[src/rtl/csa_resolver.sv]
// Pipelined carry-propagate adder that resolves a redundant {carry, sum} pair
// one CHUNK_WIDTH slice per stage, with the inter-chunk carry registered between stages.
module csa_resolver #(
  parameter  int DATA_WIDTH  = 64,
  parameter  int CHUNK_WIDTH = 16,
  localparam int NUM_STAGES  = DATA_WIDTH / CHUNK_WIDTH
) (
  input  logic                    clk,
  input  logic                    rst,
  input  logic                    in_valid,
  output logic                    in_ready,
  input  logic [2*DATA_WIDTH-1:0] redundant,
  output logic                    out_valid,
  input  logic                    out_ready,
  output logic [DATA_WIDTH-1:0]   out_sum,
  output logic                    out_carry
);

  if (DATA_WIDTH % CHUNK_WIDTH != 0) begin : g_bad_width
    $error("csa_resolver: DATA_WIDTH must be a multiple of CHUNK_WIDTH");
  end

  logic adv;

  // *_in[k] feed stage k; *_q[k] are the registers of stage k.
  logic                  v_in   [NUM_STAGES];
  logic                  cy_in  [NUM_STAGES];
  logic [DATA_WIDTH-1:0] res_in [NUM_STAGES];
  logic [DATA_WIDTH-1:0] s_in   [NUM_STAGES];
  logic [DATA_WIDTH-1:0] c_in   [NUM_STAGES];
  logic                  v_q    [NUM_STAGES];
  logic                  cy_q   [NUM_STAGES];
  logic [DATA_WIDTH-1:0] res_q  [NUM_STAGES];

  assign adv       = ~out_valid | out_ready;
  assign in_ready  = adv & ~rst;
  assign out_valid = v_q[NUM_STAGES-1];
  assign out_sum   = res_q[NUM_STAGES-1];
  assign out_carry = cy_q[NUM_STAGES-1];

  assign v_in[0]   = in_valid & in_ready;
  assign cy_in[0]  = 1'b0;
  assign res_in[0] = '0;
  assign s_in[0]   = redundant[DATA_WIDTH-1:0];
  assign c_in[0]   = redundant[2*DATA_WIDTH-1:DATA_WIDTH];

  for (genvar k = 0; k < NUM_STAGES; k++) begin : g_stage
    logic [CHUNK_WIDTH:0]  chunk_add;
    logic [DATA_WIDTH-1:0] res_next;
    logic                  v_r;
    logic                  cy_r;
    logic [DATA_WIDTH-1:0] r_r;

    // Operands arrive shifted so the chunk to add always sits in the low bits.
    assign chunk_add = {1'b0, s_in[k][CHUNK_WIDTH-1:0]}
                     + {1'b0, c_in[k][CHUNK_WIDTH-1:0]}
                     + {{CHUNK_WIDTH{1'b0}}, cy_in[k]};

    always_comb begin
      res_next = res_in[k];
      res_next[k*CHUNK_WIDTH +: CHUNK_WIDTH] = chunk_add[CHUNK_WIDTH-1:0];
    end

    // Data registers load only with a valid slot so the output holds across bubbles.
    always_ff @(posedge clk) begin
      if (rst) begin
        v_r  <= 1'b0;
        cy_r <= 1'b0;
        r_r  <= '0;
      end else if (adv) begin
        v_r <= v_in[k];
        if (v_in[k]) begin
          cy_r <= chunk_add[CHUNK_WIDTH];
          r_r  <= res_next;
        end
      end
    end

    assign v_q[k]   = v_r;
    assign cy_q[k]  = cy_r;
    assign res_q[k] = r_r;

    if (k < NUM_STAGES - 1) begin : g_skew
      logic [DATA_WIDTH-1:0] s_r;
      logic [DATA_WIDTH-1:0] c_r;

      always_ff @(posedge clk) begin
        if (rst) begin
          s_r <= '0;
          c_r <= '0;
        end else if (adv && v_in[k]) begin
          s_r <= s_in[k] >> CHUNK_WIDTH;
          c_r <= c_in[k] >> CHUNK_WIDTH;
        end
      end

      assign v_in[k+1]   = v_r;
      assign cy_in[k+1]  = cy_r;
      assign res_in[k+1] = r_r;
      assign s_in[k+1]   = s_r;
      assign c_in[k+1]   = c_r;
    end
  end

endmodule
[config.mk]
export PLATFORM = sky130hd
export DESIGN_NAME = csa_resolver
export DESIGN_NICKNAME = d
export VERILOG_FILES = /design/src/rtl/csa_resolver.sv
export SDC_FILE = /design/constraint.sdc
export NUM_CORES = 1
export LEC_CHECK = 0
export ABC_AREA = 1
export BUFFER_PORTS_ARGS = -buffer_cell sky130_fd_sc_hd__buf_4
export CAP_MARGIN = 20
export CORE_MARGIN = 1
export CORE_UTILIZATION = 40
export CTS_CLUSTER_DIAMETER = 200
export DETAILED_ROUTE_END_ITERATION = 10
export PLACE_DENSITY = 0.68
export SLEW_MARGIN = 0
export SYNTH_ARGS = -nofsm -noshare
export SYNTH_HDL_FRONTEND = slang
export SYNTH_SLANG_ARGS = --single-unit
[constraint.sdc]
create_clock -name clk -period 4.6 [get_ports clk]
set_input_delay 0.46 -clock clk [delete_from_list [all_inputs] [get_ports clk]]
set_output_delay 0.46 -clock clk [all_outputs]
set_load 0.005 [all_outputs]
# After elaboration in Yosys (flattened, before gate mapping)
# Cells that the tools add are included.
# Widths: inputs -> output; s select.
# classes
add_sub_neg,7
n_bitwise,5
n_reduce_logical,7
# op_table
cell,count
$add 16x16->17,4
$add 17x1->17,3
$reduce_and 2->1,4
$logic_and 1x1->1,3
$and 1x1->1,2
$not 1->1,2
$or 1x1->1,1
# totals
ff_bits,360
word_cells,37

# Logic depth before layout (Yosys ltp)
# logic_depth
depth_word,5
depth_mapped,12
depth_no_buf,12

# Worst setup path before layout
# Ideal clock, no wire load.
# synth_timing
path_type,register -> register
startpoint,register g_stage[1].cy_r
endpoint,register g_stage[2].r_r[40]
setup_time_ns,0.109
t_arrival_ns,1.783
path_slack_ns,2.708
stages_incl_launch_ff,12
n_path_buf,0
cell_sequence,dfxtp_1 fa_1 fa_1 nand2_1 nand2_1 and2_1 nand2_1 nand2_1 xnor2_1 nand2_1 nand2_1 inv_1
# synth_via
elab_chain_len,1
# synth_rtl
item,line_no,rtl
from (decl),51,logic cy_r;
from (signal assigned),73,cy_r <= chunk_add[CHUNK_WIDTH];
$add 17x1->17,57,"+ {{CHUNK_WIDTH{1'b0}}, cy_in[k]};"
to (signal assigned),74,r_r <= res_next;
to (decl),52,logic [DATA_WIDTH-1:0] r_r;
# Every way passes these cells.
# A chain may end at the register's enable or synchronous reset.

# Final worst setup path
# layout_timing
startpoint,register g_stage[3].v_r (netlist: out_valid)
endpoint,register g_stage[0].r_r[15]
# layout_via
elab_chain_len,5
# layout_rtl
item,line_no,rtl
from (decl),50,logic v_r;
from (signal assigned),71,v_r <= v_in[k];
$not 1->1 *,35,assign adv = ~out_valid | out_ready;
$or 1x1->1 *,35,
$and 1x1->1,36,assign in_ready = adv & ~rst;
$and 1x1->1,41,assign v_in[0] = in_valid & in_ready;
$reduce_and 2->1 (no line) *,--,
to (signal assigned),74,
to (decl),52,
# Every way passes the cells marked *; elsewhere a longest branch is shown, timed or not.

==> run_results.csv <==
group,metric,value,unit
status,status,"finished clean",
drt,drtAntennaViolNets,0,
yosys,syn_inst,2330,
clock_network,cts_hold_buf,0,
drt,vias,14500,
drt,dr.pass1.iters,5,
yosys,synthesis.nets,2530,
clock_network,htree_levels,2,
global_route,grt_pass1_wl,67600,µm
sta,hold_violations,0,
sta,fmax,0.431,GHz
floorplan,die_y,203,µm
clock_network,clockBufferDepth,3,
final_layout,areaGrowthSynthToFinish,18.6,%
pwr,power.static_leakage,10.1,nW
drt,vias_per_cell,4.81,
yosys,ys_ff_latch,360,
pwr,internal-power,5.51,mW
sta,tightest_slew,1.02,ns
drt,drtIter0Drc,737,
worst_setup_path,crit_type,"register to register",
yosys,synth_top_cell_area_share,44.5,%
sta,slew_violations,0,
pwr,p_sw,1.88,mW
clock_network,clkTransAtPathRegs,0.06,ns
clock_network,cts-root-buf,"clkbuf_16",
clock_network,cts.repair.resized,0,
clock_network,cts_made_buffers,39,
clock_network,clock_latency,0.53,ns
global_route,grt_start_max_net_pins,201,
final_layout,final_nets,2670,
drt,route.final.wire_length,40500,µm
floorplan,start_util,40.7,%
place,numPortBuffers,198,
pwr,power_frac_comb,11.8,%
yosys,ys_types,27,
worst_setup_path,worstSetupStartpointType,"register",
yosys,avgSynthCellArea,6.95,µm²
yosys,synthTopCellsByArea,"dfxtp_1 45%, nand2_1 13%, nor2_1 11%",
pwr,pwr_density_cell,385,nW/µm²
floorplan,die_area,41300,µm²
global_route,grt_pass1_vias,14000,
clock_network,cts_tree,"done",
global_route,gr-total-overflow,0,
yosys,synth.largest_area_cell,"dfxtp_1",
worst_setup_path,cp.required,5.03,ns
drt,drc_errors,0,
clock_network,postCtsSetupBuffers,0,
floorplan,io_pins,199,
worst_setup_path,arrival,2.75,ns
floorplan,die_width,203,µm
final_layout,layout_commonest_cell,"nand2_1",
final_layout,layout_common_cells,"557 x nand2_1, 493 x nor2_1, 360 x dfxtp_1",
pwr,seq_power_share,46.6,%
place,dp_slack,2.04,ns
final_layout,drive_gt1_share,11.5,%
sta,fin_crit,2.32,ns
yosys,yosysWarnings,0,
global_route,antenna_found_initial,1,
pwr,peakVddDrop,0.259,mV
pwr,swShare,25.4,%
sta,slew_headroom,31.9,%
sta,fin_crit_sh,50.4,%
floorplan,coreArea,39800,µm²
sta,rsz0062_at_grt,"no",
sta,setup_slack,2.28,ns
pwr,pwr-share-clk,41.7,%
worst_setup_path,cp-end-kind,"register",
global_route,grtUsageTotal,19.7,%
clock_network,clock_sinks,360,
min_path,hold_path.class,"primary input to register",
job,cap_violations,0,
floorplan,rows,73,
sta,fin_worst_skew,0.0125,ns
place,gp_congestion,0.875,
sta,finalSetupViolations,0,
final_layout,finalCoreUtilization,48.2,%
sta,final.setup.tns,0,ns
yosys,synthesis.area,16200,µm²
final_layout,fill_cells,4032,
drt,wire_per_inst,13.4,µm
yosys,yosysSeqAreaShare,44.5,%
place,hpwlAfterDp,27700,µm
worst_setup_path,worst-path-max-fanout,88,
final timing paths:
path / slack [ns] / cells past startpoint / startpoint / endpoint
worst max-delay path: 2.28 / 8 / out_valid / g_stage[0].r_r[15]
worst max register to register: 2.28 / 8 / out_valid / g_stage[0].r_r[15]
worst min register to register: 0.46 / 2 / g_stage[0].g_skew.s_r[47] / g_stage[0].g_skew.s_r[47]
worst min-delay path: 0.12 / 3 / redundant[90] / g_stage[0].g_skew.c_r[10]
registers in the layout (all words and copies together), names as in the netlist:
name / cells
g_stage.cy_r: 3
g_stage.g_skew.c_r: 96
g_stage.g_skew.s_r: 96
g_stage.r_r: 96
g_stage.v_r: 3
out_carry: 1
out_sum: 64
out_valid: 1
per-stage QoR:
step	area, µm²	instances	hold WS (ns)	power [mW]
5_1_grt	19200	3025	0.113	7.73
3_5_place_dp	17900	2953	0.446	4.38
4_1_cts	19200	3023	0.0969	7.46
3_3_place_gp	17900	2953	0.440	4.36
6_report	19200	3025	0.121	7.38
2_1_floorplan	16200	2330	0.425	4.07
per-layer routing:
layer / global-route usage [%] / share of wire, %
met4: 6.61 / 2.5
met3: 2.46 / 3.4
met1: 25.7 / 47
met5: 0 / 0
met2: 33.5 / 47
power groups by stage:
stage | clock (mW) | combinational (mW) | sequential, mW
4_1_cts | 3.14 | 0.880 | 3.44
3_3_place_gp | 0 | 0.861 | 3.50
2_1_floorplan | 0 | 0.596 | 3.47
3_5_place_dp | 0 | 0.873 | 3.50
5_1_grt | 3.26 | 1.00 | 3.46
6_report | 3.08 | 0.867 | 3.44
worst max-delay path, stage by stage, from the launching register on:
cell     delay, ns
dfxtp_1       0.34
inv_1         0.09
nor2_8        0.21
nor2_8        0.06
nand2_4       0.34
buf_4         0.80
o21ai_0       0.20
nand2_1       0.12
inv_1         0.04
Yosys cell counts, drive strengths merged:
library cell	number
nand2	558
clkbuf	42
buf	70
ha	61
nand3	186
o21ai	234
xor2	10
xnor2	11
nor2	498
or2	3
o211ai	5
inv	210
a21boi	1
nand4	3
dfxtp	360
a21oi	50
nor3	20
fa	7
and2	1
layout make-up:
cell class | count | area [µm²] | share of cell area (%)
Multi-Input combinational cell | 1648 | 7650 | 39.9
Sequential cell | 360 | 7210 | 37.5
Timing Repair Buffer | 211 | 1600 | 8.32
Clock buffer | 61 | 1230 | 6.41
Inverter | 210 | 797 | 4.15
Tap cell | 525 | 657 | 3.42
Clock inverter | 9 | 51.3 | 0.267
Antenna cell | 1 | 2.50 | 0.0130
cell families after synthesis:
logic type | count (synthesis) | synth area share (%)
buffers and inverters | 322 | 8.21
and+or+nand+nor | 1269 | 31.5
AOI/OAI and AO/OA | 290 | 9.06
adders and majority gates | 68 | 5.58
DFF | 360 | 44.5
xor gates and xnor gates | 21 | 1.14
Power figures use the tool's default switching activity.
